===== src/rtl/bus_arbiter.sv =====
// Round-robin arbiter granting one of CPUS L1 requesters access to the coherence bus.
// Optional grant-timeout watchdog is compiled in when BUS_ARB_TIMEOUT_EN is defined.
module bus_arbiter #(
  parameter int CPUS           = 4,
  parameter int TIMEOUT_CYCLES = 256,
  localparam int ID_W          = (CPUS > 1) ? $clog2(CPUS) : 1
) (
  input  logic            CLK,
  input  logic            RST,
  input  logic [CPUS-1:0] dREN,
  input  logic [CPUS-1:0] dWEN,
  input  logic            txn_done,
  output logic [CPUS-1:0] grant,
  output logic            grant_valid,
  output logic [ID_W-1:0] grant_id,
  output logic            grant_wen,
  output logic            arb_error
);

  if (CPUS < 2 || TIMEOUT_CYCLES < 2) begin : g_param_check
    $error("bus_arbiter: CPUS and TIMEOUT_CYCLES must both be at least 2");
  end

  typedef enum logic [1:0] {
    ARB_IDLE    = 2'd0,
    ARB_GRANT   = 2'd1,
    ARB_RELEASE = 2'd2
  } arb_state_t;

  arb_state_t      state_reg, state_next;
  logic [ID_W-1:0] last_id_reg, last_id_next;
  logic [CPUS-1:0] grant_reg, grant_next;
  logic            valid_reg, valid_next;
  logic [ID_W-1:0] id_reg, id_next;
  logic            wen_reg, wen_next;
  logic            err_next;

  logic [CPUS-1:0]   active;
  logic [2*CPUS-1:0] req_rot;
  logic              sel_found;
  int                sel_off;
  int                sel_sum;
  logic [ID_W-1:0]   sel_id;
  logic [CPUS-1:0]   sel_onehot;

  for (genvar gi = 0; gi < CPUS; gi++) begin : g_active
    assign active[gi] = dREN[gi] | dWEN[gi];
  end

  // Rotate the request vector so bit 0 is the CPU right after last_id, then take the lowest set bit.
  always_comb begin
    req_rot   = {active, active} >> (int'(last_id_reg) + 1);
    sel_found = 1'b0;
    sel_off   = 0;
    for (int i = CPUS - 1; i >= 0; i--) begin
      if (req_rot[i]) begin
        sel_found = 1'b1;
        sel_off   = i;
      end
    end
    sel_sum = int'(last_id_reg) + 1 + sel_off;
    if (sel_sum >= CPUS) begin
      sel_sum = sel_sum - CPUS;
    end
    sel_id     = ID_W'(sel_sum);
    sel_onehot = CPUS'(1) << sel_id;
  end

`ifdef BUS_ARB_TIMEOUT_EN
  localparam int CNT_W = $clog2(TIMEOUT_CYCLES);
  logic [CNT_W-1:0] cnt_reg, cnt_next;
  logic             err_reg;
  logic             timeout_hit;

  assign timeout_hit = (cnt_reg == CNT_W'(TIMEOUT_CYCLES - 1));
  assign arb_error   = err_reg;
`else
  logic timeout_hit;

  assign timeout_hit = 1'b0;
  assign arb_error   = 1'b0;
`endif

  always_comb begin
    state_next   = state_reg;
    last_id_next = last_id_reg;
    grant_next   = grant_reg;
    valid_next   = valid_reg;
    id_next      = id_reg;
    wen_next     = wen_reg;
    err_next     = 1'b0;
`ifdef BUS_ARB_TIMEOUT_EN
    cnt_next     = cnt_reg;
`endif
    case (state_reg)
      ARB_IDLE: begin
        if (sel_found) begin
          state_next = ARB_GRANT;
          grant_next = sel_onehot;
          valid_next = 1'b1;
          id_next    = sel_id;
          // A pending write-back is serviced ahead of the same CPU's read.
          wen_next   = |(dWEN & sel_onehot);
`ifdef BUS_ARB_TIMEOUT_EN
          cnt_next   = '0;
`endif
        end
      end
      ARB_GRANT: begin
        if (txn_done || timeout_hit) begin
          state_next   = ARB_RELEASE;
          grant_next   = '0;
          valid_next   = 1'b0;
          id_next      = '0;
          wen_next     = 1'b0;
          last_id_next = id_reg;
          err_next     = ~txn_done;
        end else begin
`ifdef BUS_ARB_TIMEOUT_EN
          cnt_next = cnt_reg + 1'b1;
`endif
        end
      end
      ARB_RELEASE: begin
        state_next = ARB_IDLE;
      end
      default: begin
        state_next = ARB_IDLE;
        grant_next = '0;
        valid_next = 1'b0;
        id_next    = '0;
        wen_next   = 1'b0;
      end
    endcase
  end

  always_ff @(posedge CLK or posedge RST) begin
    if (RST) begin
      state_reg   <= ARB_IDLE;
      last_id_reg <= ID_W'(CPUS - 1);
      grant_reg   <= '0;
      valid_reg   <= 1'b0;
      id_reg      <= '0;
      wen_reg     <= 1'b0;
    end else begin
      state_reg   <= state_next;
      last_id_reg <= last_id_next;
      grant_reg   <= grant_next;
      valid_reg   <= valid_next;
      id_reg      <= id_next;
      wen_reg     <= wen_next;
    end
  end

`ifdef BUS_ARB_TIMEOUT_EN
  always_ff @(posedge CLK or posedge RST) begin
    if (RST) begin
      cnt_reg <= '0;
      err_reg <= 1'b0;
    end else begin
      cnt_reg <= cnt_next;
      err_reg <= err_next;
    end
  end
`else
  logic unused_err;
  assign unused_err = err_next;
`endif

  assign grant       = grant_reg;
  assign grant_valid = valid_reg;
  assign grant_id    = id_reg;
  assign grant_wen   = wen_reg;

endmodule


===== config.mk =====
export PLATFORM = sky130hd
export DESIGN_NAME = bus_arbiter
export DESIGN_NICKNAME = d
export VERILOG_FILES = /design/src/rtl/bus_arbiter.sv
export SDC_FILE = /design/constraint.sdc
export NUM_CORES = 1
export LEC_CHECK = 0
export ABC_AREA = 1
export BUFFER_PORTS_ARGS = -buffer_cell sky130_fd_sc_hd__buf_2
export CAP_MARGIN = 0
export CORE_MARGIN = 1
export CORE_UTILIZATION = 45
export CTS_BUF_LIST = sky130_fd_sc_hd__clkbuf_4 sky130_fd_sc_hd__clkbuf_8 sky130_fd_sc_hd__clkbuf_16
export DETAILED_ROUTE_END_ITERATION = 16
export MAX_ROUTING_LAYER = met4
export PLACE_DENSITY = 0.73
export SYNTH_ARGS = -nofsm -noshare
export SYNTH_HDL_FRONTEND = slang
export SYNTH_SLANG_ARGS = --single-unit

===== constraint.sdc =====
create_clock -name CLK -period 2.9 [get_ports CLK]
set_input_delay 0.29 -clock CLK [delete_from_list [all_inputs] [get_ports CLK]]
set_output_delay 0.29 -clock CLK [all_outputs]
set_load 0.02 [all_outputs]

# ---- After elaboration in Yosys (flattened, before gate mapping)
# Index checks and enable logic that the tools add are counted.
dict set report word_totals {
  output_inout_bits 9
  wordCells 50
  input_bits 11
  reg_bits 12
}
dict set report op_classes {
  reduce_logical 5
  shift 2
  eq_ne 4
  addsub 3
  magnitude_cmp 1
  bitwise_logic 6
  muxes 23
}
# cell count
set op_table {}
lappend op_table {{two-way mux 32 bit} 3}
lappend op_table {{adder 4 x 32 -> 32 bit} 1}
lappend op_table {{greater-or-equal comparator 32 x 4 -> 1 bit, second input constant} 1}
lappend op_table {{right shift 8 x 32 -> 4 bit} 1}
lappend op_table {{two-way mux 2 bit} 6}
lappend op_table {{case mux 4 bit (3 select lines)} 1}
lappend op_table {{two-way mux 4 bit} 2}
lappend op_table {{two-way mux 1 bit} 7}
lappend op_table {{case mux 1 bit (3 select lines)} 2}
lappend op_table {{case mux 2 bit (3 select lines)} 1}
lappend op_table {{bitwise AND 4 bit} 1}
lappend op_table {{!= test 2 bit, second input constant} 2}
lappend op_table {{OR 1 bit} 4}
lappend op_table {{case mux 2 bit (2 select lines)} 1}
lappend op_table {{AND reduction 2 bit} 2}
lappend op_table {{OR reduction 4 bit} 1}
lappend op_table {{<< shifter 1 x 2 -> 4 bit, first input constant} 1}
lappend op_table {{adder 2 x 1 -> 3 bit, second input constant} 1}
lappend op_table {{AND reduction 3 bit} 1}
lappend op_table {{equality test 2 x 1 -> 1 bit, second input constant} 1}
lappend op_table {{equality test 2 bit, second input constant} 1}
lappend op_table {{logical NOT 2 bit} 1}
lappend op_table {{subtractor 2 x 1 -> 2 bit, second input constant} 1}
lappend op_table {{inverter 1 bit} 1}

# ---- Longest topological paths before layout
dict set report depth {
  ltp_word 14
  ltp_mapped 16
  ltp_nobuf 16
}

# ---- Worst setup path before layout
# Ideal clock, no wire load.
dict set report synth_path {
  path_kind {register to register}
  startpoint {reg last_id_reg[0]}
  endpoint {reg wen_reg, in the netlist grant_wen}
  stages_incl_launch_ff 17
  setup_ns 0.120
  period_less_slack_ns 2.118
  arrival_ns 1.998
  setup_slack_ns 0.782
  path_buffers 0
  t_required_ns 2.780
  cell_sequence {dfstp_2 -> inv_2 -> nand2_1 -> nand2_1 -> nand2_1 -> nand2_2 -> a21oi_1 -> o21bai_1 -> ha_1 -> xor2_1 -> inv_1 -> nand3_2 -> nand2_4 -> nand3_1 -> nand2_1 -> o21ai_1 -> nand2_1}
}
dict set report synth_via {
  elab_chain_cells 14
  word_cells_on_any_way 21
  cone_classes {3 x add/sub; 1 x order compare; 1 x eq/ne; 2 x shift; 11 x mux; 1 x bitwise; 2 x reduce/logical}
}
# item line_no
set synth_lines {}
lappend synth_lines {{start, declared} 31} ;# logic [ID_W-1:0] last_id_reg, last_id_next;
lappend synth_lines {{start signal, assigned} 140} ;# last_id_reg <= ID_W'(CPUS - 1);
lappend synth_lines {{start signal, assigned} 147} ;# last_id_reg <= last_id_next;
lappend synth_lines {{adder 2 x 1 -> 3 bit (*)} {52, 61}}
lappend synth_lines {{right shift 8 x 32 -> 4 bit} 52} ;# req_rot = {active, active} >> (int'(last_id_reg) + 1);
lappend synth_lines {{two-way mux 2 bit} 56} ;# if (req_rot[i]) begin
lappend synth_lines {{two-way mux 32 bit (3 in a row)} 56}
lappend synth_lines {{adder 4 x 32 -> 32 bit} 61} ;# sel_sum = int'(last_id_reg) + 1 + sel_off;
lappend synth_lines {{greater-or-equal comparator 32 x 4 -> 1 bit or subtractor 2 x 1 -> 2 bit (tied branches)} {62, 63}}
lappend synth_lines {{two-way mux 2 bit} 62} ;# if (sel_sum >= CPUS) begin
lappend synth_lines {{<< shifter 1 x 2 -> 4 bit} 66} ;# sel_onehot = CPUS'(1) << sel_id;
lappend synth_lines {{bitwise AND 4 bit} 103} ;# wen_next = |(dWEN & sel_onehot);
lappend synth_lines {{OR reduction 4 bit} 103}
lappend synth_lines {{two-way mux 1 bit} 97} ;# if (sel_found) begin
lappend synth_lines {{case mux 1 bit (3 select lines)} 95} ;# case (state_reg)
lappend synth_lines {{end signal, assigned} 151} ;# wen_reg <= wen_next;
lappend synth_lines {{end, declared} 35} ;# logic wen_reg, wen_next;
# Mark *: on every way between the ends. The rest lies on a longest branch, timed or not. The select of a mux whose other input is x is not followed.
# A chain may end at the register's enable or synchronous reset.

# ---- Worst setup path in the final report
# Ends and elaborated chain as after synthesis.

==> impl_metrics.yaml <==
die:
  std_cell_rows: 14
  start_util_pct: 49.5
  dieArea_um2: 1860
  core_area_um2: 1540
  die_w_um: 43.2
  ios: 20
  dieHeight_um: 43.2
global_route:
  grt_usage_pct: 20.5
  antenna_found_initial: 0
  grt_start_max_net_pins: 13
  grt_pass1_wl_um: 2730
  grt_pass1_vias: 652
  grt-ovfl-total: 0
detailed_routing:
  viasPerCell: 5.11
  drt_iter0_drc: 8
  drtAntennaViolNets: 0
  post_drt_wl_per_cell_um: 11.0
  vias: 700
  wl_um: 1510
  drc_errors: 0
  firstDrtPassIters: 4
critical_path:
  critical_path_class: "register to register"
  critPathMaxFanout: 7
  crit_path_end_kind: "register"
  rr_startpoint: "last_id_reg[0]"
  startpoint_type: "register"
  crit_path_start: "last_id_reg[0]"
  required_ns: 3.07
  worstPathArrival_ns: 2.44
timing:
  final.setup.tns_ns: 0
  setup_slack_ns: 0.626
  setup_violations: 0
  period_share_pct: 78.4
  fmax_mhz: 440
  drv_slew: 0
  finClkSkew_ns: 0.00754
  post-route-min-period_ns: 2.27
  finalHoldViolations: 0
  rsz0062_at_grt: "no"
synth:
  ys_top_cells_by_count: "nand2_1, dfrtp_1, nand3_1, nor2_1, inv_1"
  postSynthAreaPerCell_um2: 7.63
  synthCells: 100
  synthTopCellsByArea: "dfrtp_1, nand2_1, dfstp_2"
  synth_cell_types: 25
  synth_edf_count: 0
  yosysWarnings: 0
  yosysTopAreaCell: "dfrtp_1"
  synth.most_common_cell: "nand2_1"
  synth.yosys.seq_area_share_pct: 39.7
  synthFlopType: "dfrtp_1"
  synth_fp_nets: 113
  ys_ff_latch: 12
  netlist_area_um2: 763
  synth_top_area_share_pct: 32.8
  async_flop_share_pct: 100
clock_network:
  cts.clk_slew.worst_paths_ns: 0.08
  cts_tree: "yes"
  cts_hold_buf: 0
  cts_made_buffers: 3
  postCtsSetupBuffers: 0
  cts_resized: 0
  cts_sinks: 12
  htree_levels: 1
  cts_max_path_buffers: 2
  root_buffer: "clkbuf_4"
  clk_latency_ns: 0.27
power_and_ir_drop:
  internal-power_mw: 0.567
  p_leak_nw: 0.492
  power_mw: 1.14
  combPwrFrac_pct: 62.2
  swShare_pct: 50.3
  power.density_nw_per_um2: 1260
  p_clk_share_pct: 11.4
  seqPwrFrac_pct: 26.4
  peakVddDrop_mv: 0.579
  power.switching_mw: 0.574
run_status:
  status: "finished, final reports clean"
final_layout:
  final_core_util_pct: 58.5
  nNetsFinal: 135
  largest_reg_flops: 4
  final_area_um2: 902
  n_antenna_cell: 0
  drive_gt1_share_pct: 33.9
  area_delta_synth_final_pct: 18.2
placement:
  hpwl_um: 1250
  port_buffers: 18
  dpl_cell_area_um2: 866
  gp_congestion: 0.796
  dp_slack_ns: 0.626
hold_path:
  hp-class: "input pin to async pin"
run:
  maxCapViolCount: 0
final cells by class:
class	count	area (µm²)
repair buffers	18	90.1
multi-input cells	77	415
inverters	10	37.5
fillers	147	639
well taps	16	20.0
clock buffers	4	36.3
flip-flops and latches	12	303
cells in the final DEF (no fill, tap or decap):
master	count
nand2_1	34
xor2_1	1
buf_2	18
clkbuf_8	1
nor3_2	1
dfrtp_1	10
nand2_2	4
dfstp_2	2
clkbuf_4	3
nor2_1	7
o21ai_1	3
nor2_4	2
o31ai_2	2
nand2_4	2
inv_1	6
o31ai_1	1
o21ai_0	2
nor2_2	1
o21bai_1	1
nor3_1	1
nand3_1	8
a21oi_1	1
ha_1	2
conb_1	1
inv_2	4
nand3_2	1
nand4_1	2
power groups by stage:
| stage | Sequential, mW | Clock (mW) | Combinational (mW) |
|---|---|---|---|
| 6_report | 0.301 | 0.130 | 0.709 |
| 5_1_grt | 0.310 | 0.146 | 0.794 |
| 4_1_cts | 0.301 | 0.136 | 0.715 |
| 3_5_place_dp | 0.304 | 0 | 0.712 |
| 3_3_place_gp | 0.303 | 0 | 0.694 |
| 2_1_floorplan | 0.347 | 0 | 0.518 |
layer usage:
| metal | vias up | GRT usage (%) | part of all wire (%) |
|---|---|---|---|
| li1 | 362 | - | - |
| met1 | 314 | 25.1 | 47 |
| met2 | 22 | 31.3 | 47 |
| met3 | 2 | 8.51 | 5.5 |
| met4 | 0 | 4.85 | 0.59 |
| met5 | - | - | 0 |
worst max-delay path, stage by stage (launching register included):
cell and delay [ns]:
dfstp_2 0.57, inv_2 0.08, nand2_1 0.09, nand2_1 0.05, nand2_1 0.06, nand2_2 0.07
a21oi_1 0.12, o21bai_1 0.10, ha_1 0.20, xor2_1 0.25, inv_1 0.09, nand3_2 0.13
nand2_4 0.09, nand3_1 0.07, nand2_1 0.05, o21ai_1 0.11, nand2_1 0.05
path summary, 6_finish.rpt:
path                                       end  slack [ns]  cells past startpoint
worst max-delay path                 grant_wen        0.63                     16
worst min-delay path               grant_id[0]        0.01                      2
worst max register to register       grant_wen        0.63                     16
worst min register to register     grant_valid        0.47                      2
max in group asynchronous       last_id_reg[0]        2.54                      2
min in group CLK                  state_reg[0]        0.24                      2
metrics by stage:
stage	hold slack (ns)	cells
6_report	0.0117	137
5_1_grt	0.0412	137
4_1_cts	0.0217	137
3_5_place_dp	0.314	133
3_3_place_gp	0.311	133
2_1_floorplan	0.153	100
cell families after synthesis:
| family | synth area share, % |
|---|---|
| other cells | 0.491 |
| compound gates | 9.18 |
| fa+ha+maj | 3.28 |
| buf+inv | 5.90 |
| simple gates | 40.3 |
| xor+xnor | 1.15 |
| flops | 39.7 |
Note: power is estimated with default switching activity, not from simulation.
